--- config.mk ---
export PLATFORM = sky130hd
export DESIGN_NAME = loopback_rx_pkt_size_monitor
export DESIGN_NICKNAME = d
export VERILOG_FILES = /design/src/rtl/loopback_rx_pkt_size_monitor.sv
export SDC_FILE = /design/constraint.sdc
export NUM_CORES = 1
export LEC_CHECK = 0
export CAP_MARGIN = 30
export CORE_ASPECT_RATIO = 0.75
export CORE_MARGIN = 8
export CORE_UTILIZATION = 25
export DETAILED_ROUTE_END_ITERATION = 10
export SYNTH_ARGS = -nofsm -noshare
export SYNTH_HDL_FRONTEND = slang
export SYNTH_SLANG_ARGS = --single-unit
--- constraint.sdc ---
create_clock -name user_clk -period 2.8 [get_ports user_clk]
set_clock_uncertainty 0.15 [all_clocks]
set_input_delay 0.56 -clock user_clk [delete_from_list [all_inputs] [get_ports user_clk]]
set_output_delay 0.56 -clock user_clk [all_outputs]
set_load 0.005 [all_outputs]
--- src/rtl/loopback_rx_pkt_size_monitor.sv ---
// rtl/loopback_rx_pkt_size_monitor.sv - rx packet size monitor feeding a 32-bit software status register
module loopback_rx_pkt_size_monitor #(
    parameter int MIN_PKT_WORDS = 2,
    parameter int MAX_PKT_WORDS = 1024,
    parameter int LEN_WIDTH     = 12
) (
    input  logic        user_clk,
    input  logic        user_rst,
    input  logic        rx_valid,
    input  logic [63:0] rx_data,
    input  logic        rx_eof,
    input  logic        cnt_clr,
    output logic [31:0] status_word,
    output logic        pkt_strobe
);

    localparam logic [LEN_WIDTH-1:0] LEN_SAT = '1;
    localparam logic [LEN_WIDTH-1:0] MIN_LEN = LEN_WIDTH'(MIN_PKT_WORDS);
    localparam logic [LEN_WIDTH-1:0] MAX_LEN = LEN_WIDTH'(MAX_PKT_WORDS);
    localparam logic [13:0]          SMALL_SAT = '1;

    typedef enum logic {
        IDLE,
        IN_PKT
    } state_t;

    state_t               state_q, state_d;
    logic [LEN_WIDTH-1:0] cnt_q, cnt_d;
    logic [LEN_WIDTH-1:0] run_len;
    logic                 pkt_done;
    logic                 overlong_hit;
    logic                 too_small;

    logic                 cnt_clr_q;
    logic                 clr_edge;

    logic                 small_flag_q;
    logic                 over_flag_q;
    logic [13:0]          small_cnt_q;
    logic [3:0]           pkt_cnt_q;
    logic [LEN_WIDTH-1:0] last_len_q;

    // Payload is only observed; folding it keeps the port referenced.
    logic rx_data_unused;
    assign rx_data_unused = ^rx_data;

    assign clr_edge  = cnt_clr & ~cnt_clr_q;
    assign too_small = (run_len < MIN_LEN);

    always_ff @(posedge user_clk or posedge user_rst) begin
        if (user_rst) begin
            state_q <= IDLE;
            cnt_q   <= '0;
        end else begin
            state_q <= state_d;
            cnt_q   <= cnt_d;
        end
    end

    // run_len is the packet length including the word on the bus this cycle.
    always_comb begin
        state_d      = state_q;
        cnt_d        = cnt_q;
        pkt_done     = 1'b0;
        overlong_hit = 1'b0;
        if (state_q == IDLE) begin
            run_len = LEN_WIDTH'(1);
        end else if (cnt_q == LEN_SAT) begin
            run_len = LEN_SAT;
        end else begin
            run_len = cnt_q + LEN_WIDTH'(1);
        end
        if (rx_valid) begin
            overlong_hit = (run_len > MAX_LEN);
            if (rx_eof) begin
                pkt_done = 1'b1;
                state_d  = IDLE;
                cnt_d    = '0;
            end else begin
                state_d  = IN_PKT;
                cnt_d    = run_len;
            end
        end
    end

    always_ff @(posedge user_clk or posedge user_rst) begin
        if (user_rst) begin
            cnt_clr_q    <= 1'b0;
            pkt_strobe   <= 1'b0;
            small_flag_q <= 1'b0;
            over_flag_q  <= 1'b0;
            small_cnt_q  <= '0;
            pkt_cnt_q    <= '0;
            last_len_q   <= '0;
        end else begin
            cnt_clr_q  <= cnt_clr;
            pkt_strobe <= pkt_done & ~clr_edge;
            // A clear edge discards any same-cycle packet update.
            if (clr_edge) begin
                small_flag_q <= 1'b0;
                over_flag_q  <= 1'b0;
                small_cnt_q  <= '0;
                pkt_cnt_q    <= '0;
                last_len_q   <= '0;
            end else begin
                if (overlong_hit) begin
                    over_flag_q <= 1'b1;
                end
                if (pkt_done) begin
                    last_len_q <= run_len;
                    pkt_cnt_q  <= pkt_cnt_q + 4'd1;
                    if (too_small) begin
                        small_flag_q <= 1'b1;
                        if (small_cnt_q != SMALL_SAT) begin
                            small_cnt_q <= small_cnt_q + 14'd1;
                        end
                    end
                end
            end
        end
    end

    assign status_word = {small_flag_q, over_flag_q, small_cnt_q, pkt_cnt_q, last_len_q};

endmodule

==> flow_metrics.env, run 1 <==
export IMPL_max_freq_ghz=0.3754
export IMPL_clk_pin_slew_worst_paths_ns=0.07
export IMPL_syn_avg_cell_area_sq_um=9.031
export IMPL_p_sw_share_pct=24.86
export IMPL_synthAdderAreaFrac_pct=1.414
export IMPL_num_io_pins=102
export IMPL_cts_buffers=5
export IMPL_fin_nets=404
export IMPL_synth_edff_count=0
export IMPL_dieArea_sq_um=14210
export IMPL_synth_cell_types=50
export IMPL_max_stage_delay_ns=0.40
export IMPL_grt_max_degree=48
export IMPL_syn_to_final_growth_pct=27.52
export IMPL_fp_dieH_microns=105.2
export IMPL_clk_latency_ns=0.29
export IMPL_async_flop_share_pct=100.0
export IMPL_finalSetupViolations=0
export IMPL_arrival_ns=2.69
export IMPL_synth_simple_area_share_pct=22.95
export IMPL_postCtsSetupBuffers=0
export IMPL_p_per_area_nw_per_um2=492.9
export IMPL_intPower_mw=1.254
export IMPL_synth_nets=366
export IMPL_synth_compound_area_share_pct=22.95
export IMPL_cts_buffer_depth=2
export IMPL_via_per_inst=5.124
export IMPL_finalHoldViolCount=0
export IMPL_diodes=0
export IMPL_cts_hold_buf=0
export IMPL_p_leak_nw=1.487
export IMPL_place_congestion=0.8602
export IMPL_p_sw_mw=0.4148
export IMPL_synth_area_sq_um=2655
export IMPL_final_min_clock_period_ns=2.664
export IMPL_seqPwrFrac_pct=44.0
export IMPL_antenna_found_initial=0
export IMPL_relSlewSlack_pct=59.72
export IMPL_vias=2403
export IMPL_status="finished clean"
export IMPL_syn_inst=294
export IMPL_grt_pass1_vias=2296
export IMPL_ant_nets=0
export IMPL_fp_row_count=32
export IMPL_power_share_clock_pct=42.2
export IMPL_synth_mux_area_share_pct=0.7540
export IMPL_finalCritPeriodShare_pct=95.13
export IMPL_ys_seq_area_share_pct=44.30
export IMPL_maxCapViolations=0
export IMPL_end_kind="register"
export IMPL_grt_util_all_layers_pct=10.20
export IMPL_die_w_microns=135.0
export IMPL_ys_flop_type="dfrtp_1"
export IMPL_irDropWorstVdd_mv=0.2752
export IMPL_slew_violations=0
export IMPL_worst_pin_slew_ns=0.6042
export IMPL_crit_top_cell="a31oi_1"
export IMPL_htree_levels=2
export IMPL_ys_ff_latch=47
export IMPL_crit_path_max_fanout=21
export IMPL_synth_top_area_share_pct=44.30
export IMPL_cp_required_ns=2.83
export IMPL_first_pass_iters=4
export IMPL_start_util_pct=25.70
export IMPL_grt_setup_unrepaired="no"
export IMPL_cts_tree="done"
export IMPL_globalRouteOverflowTotal=0
export IMPL_cts_root_buf="clkbuf_16"
export IMPL_tns_ns=0
export IMPL_route_detailed_drc=0
export IMPL_drt_iter0_drc=155
export IMPL_synthXorXnorAreaFrac_pct=1.320
export IMPL_portBuffers=37
export IMPL_synth_area_leader_cell="dfrtp_1"
export IMPL_p_comb_share_pct=13.8
export IMPL_slowest_stage="dfrtp_1"
export IMPL_core_sq_um=10330
export IMPL_path_cells="ha_1 > and3_1 > a31oi_1 > o22ai_1 > o31ai_2 > buf_4 > a31oi_1 > a41o_1"
export IMPL_crit_type="register to register"
export IMPL_drt_wl_total_microns=7261
export IMPL_ys_top_cells_by_area="dfrtp_1 44%, nor2_1 4.9%, a41o_1 4.1%"
export IMPL_dp_hpwl_microns=5161
export IMPL_synth_top_family_by_area="compound AO/OA/AOI/OAI gates"
export IMPL_hold_slack_ns=0.3505
export IMPL_critPathLaunchType="register"
export IMPL_yosys_warnings=0
export IMPL_min_path_type="register to register"
export IMPL_grt_pass1_wl_microns=12030
export IMPL_wl_per_cell_microns=15.48
export IMPL_ctsResizeCount=0
export IMPL_clkSinkCount=47
export IMPL_final_layout_size_suffix_gt1_share_pct=10.81
## power by group through the flow
stage | registers [mW] | logic (mW) | clock network [mW]
2_1_floorplan | 0.740 | 0.142 | 0
3_3_place_gp | 0.746 | 0.230 | 0
3_5_place_dp | 0.746 | 0.232 | 0
4_1_cts | 0.734 | 0.234 | 0.721
5_1_grt | 0.738 | 0.257 | 0.736
6_report | 0.734 | 0.230 | 0.704
## stage by stage
stage	util (%)	total power, mW	area [sq um]	cells	setup WS, ns
2_1_floorplan	-	0.8816	2655	294	0.2974
3_3_place_gp	31.09	0.9759	3212	461	0.2237
3_5_place_dp	31.09	0.9788	3212	461	0.2195
4_1_cts	32.78	1.689	3386	469	0.1916
5_1_grt	32.78	1.732	3386	469	0.01224
6_report	32.78	1.669	3386	469	0.1364
## layout make-up
cell class,instances,area [sq um]
clock inverters,2,35.03
repair buffers,53,503.0
clock buffers,6,138.9
flip-flops and latches,47,1176
multi-input cells,212,1314
inverters,13,48.80
well taps,136,170.2
fillers,1072,6944
## cells by family (layout without fill, tap and decap cells)
family          after synthesis  after routing
buf+inv                      35             74
fa+ha+maj                     3              3
simple gates                117            117
xor+xnor                      4              4
mux                           2              2
compound gates               86             86
flops                        47             47
## Yosys cell counts (2+ instances only)
cell       n
and4_1     9
buf_4      6
xor2_1     3
a31oi_1   15
o211ai_1   2
a21oi_1   21
nand4_1    8
clkbuf_1   9
dfrtp_1   47
nor4_1     2
or2_2      3
buf_2      4
o31a_1     3
mux2i_1    2
nand2_1   24
nor3_1     3
a211oi_1   3
o22ai_1   10
and2_1     3
o21ai_0    7
or3_1      3
and3_1    10
nand2b_1   4
ha_1       3
nor2b_1    3
a41o_1    11
nand3_1    7
inv_1     13
nor2_1    35
## per-layer routing
| layer | vias to the layer above | track usage (%) | share of wire (%) |
|---|---|---|---|
| li1 | 1167 | - | - |
| met1 | 1171 | 14.78 | 52 |
| met2 | 61 | 15.07 | 43 |
| met3 | 4 | 2.467 | 4.9 |
| met4 | 0 | 1.897 | 0.36 |
| met5 | - | 0 | 0 |
## critical path: cells and delay by family (launching register included)
kind	cells	cell delay (ns)
compound gates	5	1.14
flops	1	0.40
simple gates	1	0.30
fa+ha+maj	1	0.29
buf+inv	1	0.27
## state kept, by name (all words and copies together), names as in the netlist
register	flops
cnt_q	12
pkt_strobe	1
small_cnt_q	14
pkt_cnt_q	4
state_q	1
last_len_q	12
cnt_clr_q	1
small_flag_q	1
over_flag_q	1
## cells in the final DEF, fill, tap and decap left out, types with 2 or more instances in the layout
cell type,n
a211oi_1,3
a21oi_1,21
a31oi_1,15
a41o_1,11
and2_1,3
and3_1,10
and4_1,9
buf_4,15
clkbuf_16,5
clkdlybuf4s50_1,37
dfrtp_1,47
ha_1,3
inv_1,12
mux2i_1,2
nand2_1,24
nand2b_1,4
nand3_1,7
nand4_1,8
nor2_1,35
nor2b_1,2
nor3_1,3
nor4_1,2
o211ai_1,2
o21ai_0,7
o22ai_1,10
o31a_1,3
or2_2,3
or3_1,3
xor2_1,3
## worst paths after layout
check                                         start                     endpoint  slack [ns]  depth (start not counted)
max                            cnt_q[0]$_DFFE_PP0P_   small_cnt_q[3]$_DFFE_PP0P_        0.14                          8
min                        small_flag_q$_DFFE_PP0P_     small_flag_q$_DFFE_PP0P_        0.35                          1
max reg2reg                    cnt_q[0]$_DFFE_PP0P_   small_cnt_q[3]$_DFFE_PP0P_        0.14                          8
min reg2reg                small_flag_q$_DFFE_PP0P_     small_flag_q$_DFFE_PP0P_        0.35                          1
max in group asynchronous                  user_rst  small_cnt_q[11]$_DFFE_PP0P_        1.50                          3
min in group asynchronous                  user_rst     pkt_cnt_q[1]$_DFFE_PP0P_        0.59                          3
No activity file was read; power rests on OpenSTA's default activity.
==> inputs of run 2 (changes only) <==
==> constraint.sdc (replaced) <==
create_clock -name user_clk -period 3.2 [get_ports user_clk]
set_clock_uncertainty 0.15 [all_clocks]
set_input_delay 0.64 -clock user_clk [delete_from_list [all_inputs] [get_ports user_clk]]
set_output_delay 0.64 -clock user_clk [all_outputs]
set_load 0.005 [all_outputs]
==> run 2 against run 1 <==
  * Wire length decreased by 1.8%
  * Highest routed layer unchanged
  * Critical path depth unchanged
  * Register-to-register slack gained 0.20 ns
  * Final cell count fell by 1.9%
  * Sequential power is 12% lower
  * Sequential share of layout area up 0.84 points
  * Critical path type unchanged
==> flow_metrics.env, run 2 (synthesis results as in run 1) <==
export IMPL_end_kind="register"
export IMPL_postCtsSetupBuffers=0
export IMPL_cts_tree="done"
export IMPL_largest_reg_flops=14
export IMPL_grt_pass1_wl_microns=12210
export IMPL_via_per_inst=5.087
export IMPL_grt_max_degree=48
export IMPL_antenna_found_initial=0
export IMPL_cts_hold_buf=0
export IMPL_final_layout_size_suffix_gt1_share_pct=8.333
export IMPL_nFillCells=1082
export IMPL_first_pass_iters=4
export IMPL_dieArea_sq_um=14210
export IMPL_seq_area_sq_um=1176
export IMPL_tns_ns=0
export IMPL_min_path_type="register to register"
export IMPL_start_util_pct=25.70
export IMPL_diodes=0
export IMPL_globalRouteOverflowTotal=0
export IMPL_multi_input_comb_area_sq_um=1314
export IMPL_core_sq_um=10330
export IMPL_final_min_clock_period_ns=2.860
export IMPL_wl_per_cell_microns=15.51
export IMPL_grt_util_all_layers_pct=10.33
export IMPL_route_detailed_drc=0
export IMPL_status="finished clean"
export IMPL_num_io_pins=102
export IMPL_p_leak_nw=1.436
export IMPL_layout_commonest_cell="dfrtp_1"
export IMPL_clkSinkCount=47
export IMPL_vias=2340
export IMPL_final_core_util_pct=32.00
export IMPL_place_congestion=0.9108
export IMPL_cts_buffers=5
export IMPL_drt_wl_total_microns=7133
export IMPL_path_cells="ha_1 > nand3_1 > a211oi_1 > o22ai_1 > o31ai_2 > buf_4 > a31oi_1 > a41o_1"
export IMPL_clk_pin_slew_worst_paths_ns=0.07
export IMPL_htree_levels=2
export IMPL_finalHoldViolCount=0
export IMPL_fp_row_count=32
export IMPL_slowest_stage="dfrtp_1"
export IMPL_clk_latency_ns=0.29
export IMPL_irDropWorstVdd_mv=0.2113
export IMPL_maxCapViolations=0
export IMPL_mostFrequentLayoutCells="47 x dfrtp_1, 37 x clkdlybuf4s50_1, 35 x nor2_1"
export IMPL_regMostFlops="small_cnt_q"
export IMPL_cts_root_buf="clkbuf_16"
export IMPL_crit_type="register to register"
export IMPL_cp_required_ns=3.23
export IMPL_max_stage_delay_ns=0.46
export IMPL_final_area_sq_um=3306
export IMPL_relSlewSlack_pct=50.81
export IMPL_portBuffers=37
export IMPL_grt_setup_unrepaired="no"
export IMPL_ctsResizeCount=0
export IMPL_slew_violations=0
export IMPL_crit_path_max_fanout=21
export IMPL_critPathLaunchType="register"
export IMPL_grt_pass1_vias=2332
export IMPL_syn_to_final_growth_pct=24.51
export IMPL_die_w_microns=135.0
export IMPL_placed_cell_area_sq_um=3132
export IMPL_fin_nets=395
export IMPL_p_per_area_nw_per_um2=441.4
export IMPL_worst_pin_slew_ns=0.7318
export IMPL_max_freq_ghz=0.3496
export IMPL_finalCritPeriodShare_pct=89.38
export IMPL_ant_nets=0
export IMPL_drt_iter0_drc=168
export IMPL_cts_buffer_depth=2
export IMPL_dp_hpwl_microns=4930
export IMPL_finalSetupViolations=0
export IMPL_arrival_ns=2.89
export IMPL_fp_dieH_microns=105.2
export IMPL_top_regs="small_cnt_q: 14 flops, cnt_q: 12 flops, last_len_q: 12 flops"
export IMPL_totalPowerFinal_mw=1.459
run 2: cell type report:
cell class	count	area share (%)
inverters	13	1.476
clock buffers	6	4.201
multi-input cells	212	39.74
well taps	136	5.148
clock inverters	2	1.060
repair buffers	44	12.79
flip-flops and latches	47	35.58
run 2: power by group:
group | internal, mW | total, mW | switching, mW
registers | 0.617 | 0.646 | 0.0290
logic | 0.0855 | 0.191 | 0.105
clock network | 0.389 | 0.622 | 0.233
total | 1.09 | 1.46 | 0.368
run 2: worst paths after layout:
check                      slack, ns                           to                     start  cells past startpoint
max                             0.34  small_cnt_q[10]$_DFFE_PP0P_      cnt_q[0]$_DFFE_PP0P_                      8
max reg2reg                     0.34  small_cnt_q[10]$_DFFE_PP0P_      cnt_q[0]$_DFFE_PP0P_                      8
min in group asynchronous       0.67     pkt_cnt_q[3]$_DFFE_PP0P_                  user_rst                      3
min                             0.35     small_flag_q$_DFFE_PP0P_  small_flag_q$_DFFE_PP0P_                      1
min reg2reg                     0.35     small_flag_q$_DFFE_PP0P_  small_flag_q$_DFFE_PP0P_                      1
max in group asynchronous       1.81     small_flag_q$_DFFE_PP0P_                  user_rst                      3
run 2: stage by stage:
step	hold slack (ns)	worst slack (ns)	instances
final	0.3469	0.3398	460
after global routing	0.3830	0.05986	460
after CTS	0.3535	0.3555	460
after detailed placement	0.3389	0.3842	452
after global placement	0.3300	0.4349	452
after floorplan	0.3150	0.6974	294
run 2: per-layer routing:
layer  routed length [microns]  global-route usage [%]  part of all wire (%)  vias to the layer above
met5                         0                       0                     0                        -
met1                      3706                   14.98                    52                     1117
met4                        63                   3.636                  0.88                        0
li1                          -                       -                     -                     1144
met2                      2948                   14.39                    41                       75
met3                       416                   2.609                   5.8                        4
run 2: critical path: cells and delay by family, from the launching register on:
family | cells | cell delay, ns
AO/OA/AOI/OAI | 5 | 1.24
adder cells (fa/ha/maj) | 1 | 0.36
buffers and inverters | 1 | 0.27
flip-flops | 1 | 0.46
AND/OR/NAND/NOR | 1 | 0.25
==> inputs of run 3 (changes only) <==
--- a/config.mk
+++ b/config.mk
@@ -5,7 +5,7 @@
 export SDC_FILE = /design/constraint.sdc
 export NUM_CORES = 1
 export LEC_CHECK = 0
-export CAP_MARGIN = 30
+export CAP_MARGIN = 20
 export CORE_ASPECT_RATIO = 0.75
 export CORE_MARGIN = 8
 export CORE_UTILIZATION = 25
==> results of run 3 <==
The final DEF is identical to that of run 2; final timing and power are the same.
